--- config.mk ---
export PLATFORM = sky130hd
export DESIGN_NAME = ssd_scan_mux
export DESIGN_NICKNAME = d
export VERILOG_FILES = /design/src/rtl/ssd_scan_mux_pkg.sv /design/src/rtl/ssd_scan_mux_timer.sv /design/src/rtl/ssd_scan_mux.sv
export SDC_FILE = /design/constraint.sdc
export NUM_CORES = 1
export LEC_CHECK = 0
export BUFFER_PORTS_ARGS = -buffer_cell sky130_fd_sc_hd__buf_2
export CAP_MARGIN = 20
export CORE_AREA = 5 5 93 69
export DETAILED_ROUTE_END_ITERATION = 8
export DIE_AREA = 0 0 98 74
export PLACE_DENSITY_LB_ADDON = 0.15
export SLEW_MARGIN = 20
export SYNTH_ARGS = -nofsm -noshare
export SYNTH_HDL_FRONTEND = slang
export SYNTH_SLANG_ARGS = --single-unit
export TNS_END_PERCENT = 30
--- constraint.sdc ---
create_clock -name clk -period 2 [get_ports clk]
set_input_delay 0.4 -clock clk [delete_from_list [all_inputs] [get_ports clk]]
set_output_delay 0.4 -clock clk [all_outputs]
set_load 0.03 [all_outputs]
--- src/rtl/ssd_scan_mux_pkg.sv ---
// Shared types and helpers for the seven-segment scan multiplexer.
// lz_mask is only consumed when SSD_LZB_EN (leading-zero blanking) is defined.
package ssd_pkg;

  typedef enum logic {GAP = 1'b0, SHOW = 1'b1} state_e;
  typedef logic [3:0] nibble_t;

  // Sized for the widest legal display; users slice to NUM_DIGITS.
  localparam logic [7:0] ANODE_OFF = 8'hFF;

  // Lit mask: digits up to the highest nonzero nibble; digit 0 always lit.
  function automatic logic [7:0] lz_mask(input logic [31:0] shadow, input int num_digits);
    int hi;
    hi = 0;
    for (int i = 0; i < 8; i++)
      if (i < num_digits && shadow[4*i +: 4] != 4'h0) hi = i;
    for (int i = 0; i < 8; i++)
      lz_mask[i] = (i <= hi);
  endfunction

endpackage

--- src/rtl/ssd_scan_mux_timer.sv ---
// Phase counter for the scan FSM: length chosen by the current phase,
// synchronous clear, combinational terminal count.
module ssd_scan_timer #(
  parameter int SHOW_CYCLES = 50000,
  parameter int GAP_CYCLES  = 500,
  parameter int CW          = 16
) (
  input  logic clk,
  input  logic rst_n,
  input  logic clr,
  input  logic show,
  output logic tc
);

  logic [CW-1:0] cnt;

  assign tc = (cnt == (show ? CW'(SHOW_CYCLES - 1) : CW'(GAP_CYCLES - 1)));

  always_ff @(posedge clk) begin
    if (!rst_n || clr) cnt <= '0;
    else if (tc)       cnt <= '0;
    else               cnt <= cnt + CW'(1);
  end

endmodule

--- src/rtl/ssd_scan_mux.sv ---
// N-digit common-anode scan multiplexer with frame-synchronous value update.
// Define SSD_LZB_EN to blank leading-zero digits during their SHOW slot.
module ssd_scan_mux
  import ssd_pkg::*;
#(
  parameter int NUM_DIGITS  = 4,
  parameter int SHOW_CYCLES = 50000,
  parameter int GAP_CYCLES  = 500
) (
  input  logic                          clk,
  input  logic                          rst_n,
  input  logic [4*NUM_DIGITS-1:0]       value,
  input  logic                          load,
  input  logic                          enable,
  output logic [3:0]                    digit,
  output logic [NUM_DIGITS-1:0]         anode,
  output logic [$clog2(NUM_DIGITS)-1:0] digit_idx,
  output logic                          frame_done
);

  localparam int IW   = $clog2(NUM_DIGITS);
  localparam int VW   = 4 * NUM_DIGITS;
  localparam int MAXC = (SHOW_CYCLES > GAP_CYCLES) ? SHOW_CYCLES : GAP_CYCLES;
  localparam int CW   = $clog2(MAXC + 1);

  state_e                state_q, state_n;
  logic [IW-1:0]         idx_n;
  logic [VW-1:0]         shadow_q, shadow_n, pending_q;
  logic                  pv_q;
  logic                  tc, boundary;
  nibble_t               digit_n;
  logic [NUM_DIGITS-1:0] anode_n;

  ssd_scan_timer #(
    .SHOW_CYCLES(SHOW_CYCLES),
    .GAP_CYCLES (GAP_CYCLES),
    .CW         (CW)
  ) u_timer (
    .clk  (clk),
    .rst_n(rst_n),
    .clr  (!enable),
    .show (state_q == SHOW),
    .tc   (tc)
  );

  always_ff @(posedge clk) begin
    if (!rst_n) begin
      state_q   <= GAP;
      digit_idx <= '0;
    end else begin
      state_q   <= state_n;
      digit_idx <= idx_n;
    end
  end

  // Disable parks the FSM in GAP without touching the digit index.
  always_comb begin
    state_n  = state_q;
    idx_n    = digit_idx;
    boundary = 1'b0;
    if (!enable) begin
      state_n = GAP;
    end else if (tc) begin
      case (state_q)
        GAP:  state_n = SHOW;
        SHOW: begin
          state_n = GAP;
          if (digit_idx == IW'(NUM_DIGITS - 1)) begin
            idx_n    = '0;
            boundary = 1'b1;
          end else begin
            idx_n = digit_idx + IW'(1);
          end
        end
        default: state_n = GAP;
      endcase
    end
  end

  // A load coinciding with the boundary bypasses pending straight into shadow.
  always_comb begin
    shadow_n = shadow_q;
    if (boundary) begin
      if (load)      shadow_n = value;
      else if (pv_q) shadow_n = pending_q;
    end
  end

  always_ff @(posedge clk) begin
    if (!rst_n) begin
      shadow_q  <= '0;
      pending_q <= '0;
      pv_q      <= 1'b0;
    end else begin
      shadow_q <= shadow_n;
      if (load) pending_q <= value;
      if (boundary)  pv_q <= 1'b0;
      else if (load) pv_q <= 1'b1;
    end
  end

`ifdef SSD_LZB_EN
  logic [31:0] shadow_w;
  logic [7:0]  lit;
  always_comb begin
    shadow_w         = '0;
    shadow_w[VW-1:0] = shadow_n;
    lit              = lz_mask(shadow_w, NUM_DIGITS);
  end
`endif

  // Outputs are computed from next-state values so the flops line up with the FSM.
  always_comb begin
    digit_n = shadow_n[{idx_n, 2'b00} +: 4];
    anode_n = ANODE_OFF[NUM_DIGITS-1:0];
    if (state_n == SHOW) begin
`ifdef SSD_LZB_EN
      anode_n[idx_n] = ~lit[idx_n];
`else
      anode_n[idx_n] = 1'b0;
`endif
    end
  end

  always_ff @(posedge clk) begin
    if (!rst_n) begin
      digit      <= 4'h0;
      anode      <= ANODE_OFF[NUM_DIGITS-1:0];
      frame_done <= 1'b0;
    end else begin
      digit      <= digit_n;
      anode      <= anode_n;
      frame_done <= boundary;
    end
  end

endmodule
==> impl_results.md, run 1 <==
* Status: finished, violations left
* Failing checks: negative setup slack
* Drt drc at 0
* Flops & latches, synth at 61
* FMAX at 0.4460 GHz
* Area of the mapped netlist at about 2600 µm²
* Detail Route Antenna Nets at 0
* Hold Fails Final Rpt at 0
* Worst-path cell chain: or4_4 > o31ai_4 > nand4_1 > and2_4 > buf_4 > mux2_4 > o22ai_2
* Syn avg cell area at 9.552 µm²
* Min Clock Period, post-route at ~2200 ps
* Final cell count without fillers at ~430
* Row count at 23
* Count of cell types in the netlist at 49
* Worst-skew pair later-pin latency at ~330 ps
* Power, Total at 0.002321 W
* Async SR Flop Fraction at 0
* CORE AREA at 5497 µm²
* GPL Wtd Cong at about 0.8
* CTS max path bufs at 2
* RSZ-0062 raised after global routing: true
* P&R area growth vs syn at 30.42%
* Initial core utilization at 0.4796
* Total number of vias at 2161
* Num Clock Sinks at 61
* Hold buffers post-CTS at 0
* Clock skew at 5.968 ps
* Port Buffers at 30
* Final Worst Setup Slack at -242.1 ps
* Most frequent cells in the layout: dfxtp_1, nor2_1, buf_4
* Routed length per instance at around 14 µm
* Critical Path RT at ~2300 ps
* Top Metal Used: met4
* MaxCap Viol Count at 0
* Vias in the first global route at 1992
* Dpl hpwl at between 4 and 5 mm
* Slew margin rel. at 0.3794
* CP Max Fanout at 5
* Worst-path clk slew at 60 ps
* Nets at 370
* R2r startpoint: u_timer.cnt[14]
* Leak Pwr at 1.463 nW
* CTS tree: done
* Slowest stage delay, CP at approximately 540 ps
* Ys Warns at 0
* Pwr Density at between 600 and 700 nW/µm²
* H-Tree Depth at 3
* Critical path launch point type: flop
* Vias per inst at 5.073
* Critical path class: flop to flop
* Main synth FF type: dfxtp_1
* Top delay family on crit path: simple AND/OR/NAND/NOR gates
* DR iter-0 viols at around 170
* Critical Path End Type: flop
* Layout cells sized above 1 at 0.3390
* Largest net degree at the start of global routing at 30
* Top Ports at 31
* Final Core Density at 0.6255
* Die area at 7252 µm²
* EDFF count, synth at 0
* Post-Syn Instances at ~280
* Met3 routed WL at 367 µm
* GRT Total Usage at 0.1783
* Die extent in x at 98 µm
* Die H at between 70 and 80 µm
* # diodes at 0
* Final setup fails at 17
* Global-route wire length before repair at 9.880 mm
* Crit path from: u_timer.cnt[14]
* Hold slack at roughly 320 ps
* Critical path buffer and inverter count at 1
* Register area share after synthesis at 0.4632
* Met1 WL at 3.247 mm
* Slew Limit Fails at 0
* Initial antenna violation count at 0
* First drt pass iteration count at 4
* Routed WL at between 6 and 7 mm
* Congestion Overflow GR at 0
* Root buf cell: clkbuf_8
* Net Count, Synth at 298
* Worst hold start: value[5]
* # placed instances at 403
* Arr. time, crit path at 2500 ps
* Layout fillers at between 400 and 500
* HP Class: input pin to flop
* WL met2 at between 2 and 2.5 mm
* Crit-path slowest cell: or4_4
* Worst vdd ir at roughly 0.00047 V
* Commonest non-fill, non-tap cell in the layout: dfxtp_1
* Tcrit/Tclk final at 1.121
* Worst slew pin tran at 929.9 ps
* CTS buffer count at 9
[where the power goes]
group | total, W | leakage, nW | switching (W) | internal (W)
logic | 0.000140 | 0.879 | 0.0000734 | 0.0000665
clock network | 0.000932 | 0.0881 | 0.000433 | 0.000499
registers | 0.00125 | 0.496 | 0.0000114 | 0.00124
total | 0.00232 | 1.46 | 0.000518 | 0.00180
[what timing repair did]
item | in CTS | in global routing
setup buffers | 4 | 4
pin swaps | 4 | 6
resized for setup | 12 | 14
setup endpoints to repair | 18 | 25
gates cloned | 1 | 0
[routing by layer]
metal  up-vias  track usage
met5         -            0
met4         0      0.05530
met3         8      0.05998
met2        45       0.2436
met1      1009       0.2641
li1       1099            -
[sequential cells by signal, summed over array words and instances, names as in the netlist]
signal	flops
state_q	1
pending_q	16
shadow_q	16
pv_q	1
anode	4
digit	4
digit_idx	2
frame_done	1
u_timer.cnt	16
[Yosys cell counts (3+ instances only)]
cell	n	area share
mux2_2	10	0.043
mux2i_1	18	0.068
and4b_1	3	0.011
nor2b_1	7	0.017
xor2_1	10	0.033
clkbuf_1	10	0.014
dfxtp_1	61	0.46
nand2b_1	4	0.0095
o22ai_1	7	0.017
nand2_1	10	0.014
nand3_1	8	0.015
and3_1	5	0.012
and2_1	9	0.021
inv_1	6	0.0085
a211oi_1	4	0.011
nand4_1	6	0.014
o21ai_0	4	0.0076
a21oi_1	9	0.017
nor2_1	48	0.068
[kinds of logic after synthesis]
logic type / synth area share
AOI/OAI and AO/OA: 0.1001
xor gates and xnor gates: 0.03987
adders and majority gates: 0.009491
buffers and inverters: 0.03607
DFF: 0.4632
muxes: 0.1205
and+or+nand+nor: 0.2307
[worst paths after layout]
kind / to / slack, ps / depth (start not counted)
min: pending_q[5] / 320 / 3
min reg2reg: pending_q[14] / 470 / 2
max: digit[1] / -240 / 7
max reg2reg: digit[1] / -240 / 7
[cell type report]
cell class | count | area (µm²) | area share
clock inverters | 2 | 10.01 | 0.002911
repair buffers | 75 | 546.8 | 0.1590
well taps | 75 | 93.84 | 0.02729
clock buffers | 12 | 155.1 | 0.04512
flip-flops and latches | 61 | 1222 | 0.3555
inverters | 6 | 22.52 | 0.006550
multi-input cells | 195 | 1388 | 0.4036
[per-stage QoR]
stage               TNS (ps)  setup WS (ps)  instance area, µm²
global placement       -1573         -204.6                3114
detailed placement     -2318         -266.5                3114
CTS                    -1667         -205.3                3364
finish                 -1995         -242.1                3438
floorplan              -1377         -199.1                2640
global route           -3711         -316.1                3438
[worst min-delay path: stages]
cell and delay, ps:
buf_2 90, mux2i_1 60, nor2_1 80
Power figures use the tool's default switching activity.
==> run 2: changes to the inputs <==
--- a/config.mk
+++ b/config.mk
@@ -5,12 +5,12 @@
 export SDC_FILE = /design/constraint.sdc
 export NUM_CORES = 1
 export LEC_CHECK = 0
-export BUFFER_PORTS_ARGS = -buffer_cell sky130_fd_sc_hd__buf_2
+export BUFFER_PORTS_ARGS = -buffer_cell sky130_fd_sc_hd__buf_4
 export CAP_MARGIN = 20
 export CORE_AREA = 5 5 93 69
 export DETAILED_ROUTE_END_ITERATION = 8
 export DIE_AREA = 0 0 98 74
-export PLACE_DENSITY_LB_ADDON = 0.15
+export PLACE_DENSITY = 0.82
 export SLEW_MARGIN = 20
 export SYNTH_ARGS = -nofsm -noshare
 export SYNTH_HDL_FRONTEND = slang
==> run 2 against run 1 <==
Net effect:
- the run still ends with negative setup slack left
- routed wire length is 3.6% higher
- die area stayed put
- critical path depth stayed put
- maximum frequency is 1.1% higher
- clock power is 0.5% lower
- non-clock buffer count is 5 lower
- critical path type unchanged
- critical endpoint unchanged
==> impl_results.md, run 2 (same netlist as run 1, synthesis figures left out) <==
* HP Class: input pin to flop (unchanged)
* GPL Wtd Cong at 0.8880 (was 0.8067)
* DR iter-0 viols at 119 (was 171)
* Die area at 7252 µm² (unchanged)
* Net Sw Frac at 0.2369 (was 0.2231)
* Commonest non-fill, non-tap cell in the layout: buf_4 (was dfxtp_1)
* Worst R2R Path Depth at 7 (unchanged)
* Critical Path End Type: flop (unchanged)
* Worst hold start: value[2] (was value[5])
* Vias per inst at 5.221 (was 5.073)
* Die H at 74 µm (unchanged)
* Tcrit/Tclk final at 1.108 (was 1.121)
* Nets at 364 (was 370)
* Clock skew at 6.928 ps (was 5.968 ps)
* Worst-path cell chain: or4_4 > o31ai_4 > a31o_1 > and2_4 > buf_6 > mux2_4 > o22ai_2 (was or4_4 > o31ai_4 > nand4_1 > and2_4 > buf_4 > mux2_4 > o22ai_2)
* Final Worst Setup Slack at -216.8 ps (was -242.1 ps)
* Final Core Density at 0.6305 (was 0.6255)
* # diodes at 0 (unchanged)
* CTS tree: done (unchanged)
* Pwr Density at 672.0 nW/µm² (was 675.1 nW/µm²)
* Root buf cell: clkbuf_8 (unchanged)
* Slew margin rel. at 0.7812 (was 0.3794)
* MaxCap Viol Count at 0 (unchanged)
* Worst-path clk slew at 70 ps (was 60 ps)
* Slowest stage delay, CP at 550 ps (was 540 ps)
* Hold slack at 299.0 ps (was 323.1 ps)
* R2r startpoint: u_timer.cnt[14] (unchanged)
* Worst slew pin tran at 327.8 ps (was 929.9 ps)
* Worst vdd ir at 0.0005286 V (was 0.0004735 V)
* Min Clock Period, post-route at 2217 ps (was 2242 ps)
* Logic pwr share at 0.066 (was 0.060)
* Crit-path slowest cell: or4_4 (unchanged)
* CTS buffer count at 9 (unchanged)
* Final non-filler cell area at 3466 µm² (was 3438 µm²)
* Int Pwr at 0.001777 W (was 0.001803 W)
* Most frequent cells in the layout: buf_4, dfxtp_1, nor2_1 (was dfxtp_1, nor2_1, buf_4)
* GRT Total Usage at 0.1813 (was 0.1783)
* Die extent in x at 98 µm (unchanged)
* Routed WL at 6.372 mm (was 6.152 mm)
* CTS max path bufs at 2 (unchanged)
* Slew Limit Fails at 0 (unchanged)
* Critical path launch point type: flop (unchanged)
* Layout cells sized above 1 at 0.3295 (was 0.3390)
* Drt drc at 0 (unchanged)
* Arr. time, crit path at 2480 ps (was 2500 ps)
* Hold EP: pending_q[2] (was pending_q[5])
* Congestion Overflow GR at 0 (unchanged)
* Largest net degree at the start of global routing at 24 (was 30)
* Dpl hpwl at 4.551 mm (was 4.296 mm)
* Routed length per instance at 15.14 µm (was 14.44 µm)
* Port Buffers at 30 (unchanged)
* Storage element area at 1221 µm² (was 1222 µm²)
* Detail Route Antenna Nets at 0 (unchanged)
* Leak Pwr at 1.452 nW (was 1.463 nW)
* Initial antenna violation count at 0 (unchanged)
* Worst-skew pair later-pin latency at 340 ps (was 330 ps)
* Clk pwr share at 0.398 (was 0.402)
* Hold Fails Final Rpt at 0 (unchanged)
* R2R Setup Slk at -220 ps (was -240 ps)
* Global-route wire length before repair at 10.09 mm (was 9.880 mm)
* Placed Instance Area at 3162 µm² (was 3114 µm²)
* Failing checks: negative setup slack (unchanged)
* Final setup fails at 14 (was 17)
* Hold depth at 3 (unchanged)
* Total number of vias at 2198 (was 2161)
* Num Clock Sinks at 61 (unchanged)
* First drt pass iteration count at 4 (unchanged)
* Row count at 23 (unchanged)
* Top Ports at 31 (unchanged)
* P&R area growth vs syn at 31.47% (was 30.42%)
* Vias in the first global route at 2149 (was 1992)
* Critical path class: flop to flop (unchanged)
* Area of the multi-input gates at 1406 µm² (was 1388 µm²)
* H-Tree Depth at 3 (unchanged)
* RSZ-0062 raised after global routing: true (unchanged)
* CP Max Fanout at 8 (was 5)
* CORE AREA at 5497 µm² (unchanged)
* Hold buffers post-CTS at 0 (unchanged)
* Layout fillers at 439 (was 496)
* Initial core utilization at 0.4796 (unchanged)
* Critical Path RT at 2270 ps (was 2260 ps)
* Status: finished, violations left (unchanged)
* P_sw at 0.0005519 W (was 0.0005179 W)
* Reg-to-reg endpoint: digit[1] (unchanged)
* Sequential share of power at 0.536 (was 0.538)
* Biggest regs: pending_q: 16 flops, shadow_q: 16 flops, u_timer.cnt: 16 flops (unchanged)
* FMAX at 0.4511 GHz (was 0.4460 GHz)
## run 2: how the worst max path moves through the flow
stage | startpoint | to | slack [ps] | depth (start not counted)
6_report | u_timer.cnt[14] | digit[1] | -220 | 7
2_1_floorplan | u_timer.cnt[14] | digit[0] | -200 | 6
3_3_place_gp | u_timer.cnt[14] | digit[1] | -180 | 7
3_5_place_dp | u_timer.cnt[14] | digit[0] | -290 | 7
4_1_cts | u_timer.cnt[14] | digit[1] | -220 | 7
5_1_grt | u_timer.cnt[14] | anode[3] | -300 | 6
## run 2: worst max-delay path, delay by kind of cell, from the launching register on
kind                   cells  cell delay [ps]
multiplexers               1              290
AND/OR/NAND/NOR            2              780
buffers and inverters      1              120
AO/OA/AOI/OAI              3              630
flip-flops                 1              310
## run 2: area by class of cell
type                            instances  share of cell area
Clock buffer                           10             0.03971
Timing Repair Buffer                   70              0.1607
Inverter                                6            0.006498
Sequential cell                        61              0.3523
Clock inverter                          5            0.007942
Multi-Input combinational cell        194              0.4058
Tap cell                               75             0.02708
## run 2: metrics by stage
| step | worst slack [ps] | setup TNS, ps | total power [W] | std cells |
|---|---|---|---|---|
| 6_report | -216.8 | -1582 | 0.002329 | 421 |
| 3_3_place_gp | -176.6 | -1132 | 0.001418 | 401 |
| 4_1_cts | -224.6 | -1580 | 0.002347 | 419 |
| 5_1_grt | -301.6 | -3014 | 0.002425 | 421 |
| 2_1_floorplan | -199.1 | -1377 | 0.001354 | 276 |
| 3_5_place_dp | -288.2 | -2140 | 0.001422 | 401 |
## run 2: power groups by stage
stage	Sequential (W)	Clock (W)	Combinational (W)
global placement	0.00127	0	0.000143
global route	0.00125	0.00101	0.000167
detailed placement	0.00128	0	0.000146
floorplan	0.00127	0	0.0000833
CTS	0.00125	0.000948	0.000151
finish	0.00125	0.000927	0.000154
## run 2: routing by layer
layer / GRT usage / wire length, µm / up-vias
met5: 0 / 0 / -
met4: 0.08909 / 131 / 0
met3: 0.06842 / 369 / 10
met2: 0.2738 / 2938 / 59
met1: 0.2315 / 2933 / 1034
li1: - / - / 1095
## run 2: repair_timing
action | 4_1_cts | 5_1_grt
resized for setup | 12 | 10
endpoints found under the setup margin | 18 | 23
buffers inserted | 3 | 2
pin swaps | 4 | 3
==> run 3: changes to the inputs <==
--- a/config.mk
+++ b/config.mk
@@ -10,7 +10,7 @@
 export CORE_AREA = 5 5 93 69
 export DETAILED_ROUTE_END_ITERATION = 8
 export DIE_AREA = 0 0 98 74
-export PLACE_DENSITY = 0.82
+export PLACE_DENSITY = 0.79
 export SLEW_MARGIN = 20
 export SYNTH_ARGS = -nofsm -noshare
 export SYNTH_HDL_FRONTEND = slang
==> constraint.sdc (replaced) <==
create_clock -name clk -period 2.8 [get_ports clk]
set_input_delay 0.56 -clock clk [delete_from_list [all_inputs] [get_ports clk]]
set_output_delay 0.56 -clock clk [all_outputs]
set_load 0.03 [all_outputs]
==> run 3 against run 2 <==
Net effect:
- maximum frequency is 13% lower
- first-iteration DRC count is 14% lower
- combinational power is 40% lower
- the flow now finishes without violations
- power is 20% lower
- flip-flop and latch count stayed put
- non-clock buffer count is 38 lower
- global-route usage is 2.2 points lower
==> impl_results.md, run 3 (same netlist as run 1, synthesis figures left out) <==
* Routed length per instance at 14.02 µm (was 15.14 µm)
* RSZ-0062 raised after global routing: false (was true)
* Num Clock Sinks at 61 (unchanged)
* Critical Path End Type: flop (unchanged)
* Worst-path clk slew at 60 ps (was 70 ps)
* Final cell count without fillers at 384 (was 421)
* Vias in the first global route at 1899 (was 2149)
* Worst-path cell chain: or4_4 > o31ai_4 > nand3_1 > mux2i_2 > nand2b_1 > o22ai_1 (was or4_4 > o31ai_4 > a31o_1 > and2_4 > buf_6 > mux2_4 > o22ai_2)
* Commonest non-fill, non-tap cell in the layout: dfxtp_1 (was buf_4)
* H-Tree Depth at 3 (unchanged)
* Status: complete, no violations (was finished, violations left)
* Setup Buffers After CTS at 0 (was 3)
* Storage element area at 1221 µm² (unchanged)
* Critical path class: flop to flop (unchanged)
* Clock skew at 9.051 ps (was 6.928 ps)
* Top Ports at 31 (unchanged)
* CORE AREA at 5497 µm² (unchanged)
* GPL Wtd Cong at 0.7937 (was 0.8880)
* Slowest stage delay, CP at 580 ps (was 550 ps)
* Nets at 326 (was 364)
* Min Clock Period, post-route at 2558 ps (was 2217 ps)
* Most frequent cells in the layout: dfxtp_1, nor2_1, buf_4 (was buf_4, dfxtp_1, nor2_1)
* Area of the multi-input gates at 1320 µm² (was 1406 µm²)
* Post-CTS sizing at 0 (was 12)
* Critical path launch point type: flop (unchanged)
* Layout fillers at 467 (was 439)
* HP Class: input pin to flop (unchanged)
* Global-route wire length before repair at 8.970 mm (was 10.09 mm)
* Final setup fails at 0 (was 14)
* Congestion Overflow GR at 0 (unchanged)
* Detail Route Antenna Nets at 0 (unchanged)
* Top delay family on crit path: simple AND/OR/NAND/NOR gates (unchanged)
* Worst-skew pair later-pin latency at 340 ps (about the same)
* Pwr Density at 595.2 nW/µm² (was 672.0 nW/µm²)
* Vias per inst at 5.112 (was 5.221)
* P&R area growth vs syn at 18.46% (was 31.47%)
* Hold Fails Final Rpt at 0 (unchanged)
* Biggest regs: pending_q: 16 flops, shadow_q: 16 flops, u_timer.cnt: 16 flops (unchanged)
* Drt drc at 0 (unchanged)
* CTS buffer count at 9 (unchanged)
* Tcrit/Tclk final at 0.9136 (was 1.108)
* Setup TNS at 0 ps (was -1582 ps)
* Largest net degree at the start of global routing at 30 (was 24)
* Die H at 74 µm (unchanged)
* Root buf cell: clkbuf_8 (unchanged)
* Dpl hpwl at 3.836 mm (was 4.551 mm)
* MaxCap Viol Count at 0 (unchanged)
* Port Buffers at 30 (unchanged)
* Routed WL at 5.382 mm (was 6.372 mm)
* DR iter-0 viols at 102 (was 119)
* Die extent in x at 98 µm (unchanged)
* Initial core utilization at 0.4796 (unchanged)
* Worst R2R Path Depth at 6 (was 7)
* Critical path buffer and inverter count at 0 (was 1)
* FMAX at 0.3909 GHz (was 0.4511 GHz)
* Slew Limit Fails at 0 (unchanged)
* Hold slack at 467.4 ps (was 299.0 ps)
* Layout cells sized above 1 at 0.2104 (was 0.3295)
* Hold depth at 3 (unchanged)
* Hold buffers post-CTS at 0 (unchanged)
* Initial antenna violation count at 0 (unchanged)
* Leak Pwr at 1.249 nW (was 1.452 nW)
* # diodes at 0 (unchanged)
* Total number of vias at 1963 (was 2198)
* # placed instances at 368 (was 401)
* Slew margin rel. at 0.4245 (was 0.7812)
* Worst vdd ir at 0.0002369 V (was 0.0005286 V)
* CTS max path bufs at 2 (unchanged)
* Row count at 23 (unchanged)
* Worst slew pin tran at 862.3 ps (was 327.8 ps)
* Crit-path slowest cell: or4_4 (unchanged)
* Arr. time, crit path at 2780 ps (was 2480 ps)
* GRT Total Usage at 0.1597 (was 0.1813)
* First drt pass iteration count at 4 (unchanged)
* CP Max Fanout at 10 (was 8)
* Critical Path RT at 3020 ps (was 2270 ps)
* Die area at 7252 µm² (unchanged)
* Cell depth of the worst setup path at 6 (was 7)
* CTS tree: done (unchanged)
==> run 3: worst paths after layout <==
check | from | endpoint | slack, ps
hold / removal | value[2] | pending_q[2] | 470
hold reg to reg | u_timer.cnt[0] | u_timer.cnt[0] | 480
setup reg to reg | state_q | digit[0] | 240
setup / recovery | state_q | digit[0] | 240
==> run 3: stage by stage <==
| stage | instance area [µm²] | worst slack [ps] | util | total power, W |
|---|---|---|---|---|
| floorplan | 2636 | 592.7 | - | 0.0009670 |
| global placement | 2898 | 290.5 | 0.5272 | 0.001002 |
| detailed placement | 2898 | 248.0 | 0.5272 | 0.001004 |
| CTS | 3123 | 256.9 | 0.5682 | 0.001879 |
| global route | 3123 | 98.30 | 0.5682 | 0.001938 |
| finish | 3123 | 242.0 | 0.5682 | 0.001859 |
==> run 3: power breakdown <==
part           switching, W  internal, W  leakage, nW
Sequential       0.00000927     0.000884        0.495
Combinational     0.0000474    0.0000444        0.637
Clock              0.000327     0.000547        0.116
==> run 3: per-layer routing <==
layer	wire, µm	vias to the layer above	share of wire	GRT usage
met5	0	-	0	0
li1	-	1014	-	-
met1	2602	899	0.48	0.2051
met3	324	10	0.060	0.05904
met4	91	0	0.017	0.07834
met2	2364	40	0.44	0.2406
==> run 3: cell type report <==
class | instances | share of cell area
Multi-Input combinational cell | 194 | 0.4227
Sequential cell | 61 | 0.3910
Timing Repair Buffer | 32 | 0.07692
Clock buffer | 12 | 0.04968
Tap cell | 75 | 0.03005
Clock inverter | 4 | 0.02244
Inverter | 6 | 0.007212
==> run 3: worst reg2reg max path, delay by kind of cell (launching register included) <==
family / cells / cell delay, ps
AND/OR/NAND/NOR: 3 / 1090
AO/OA/AOI/OAI: 2 / 510
multiplexers: 1 / 480
flip-flops: 1 / 370
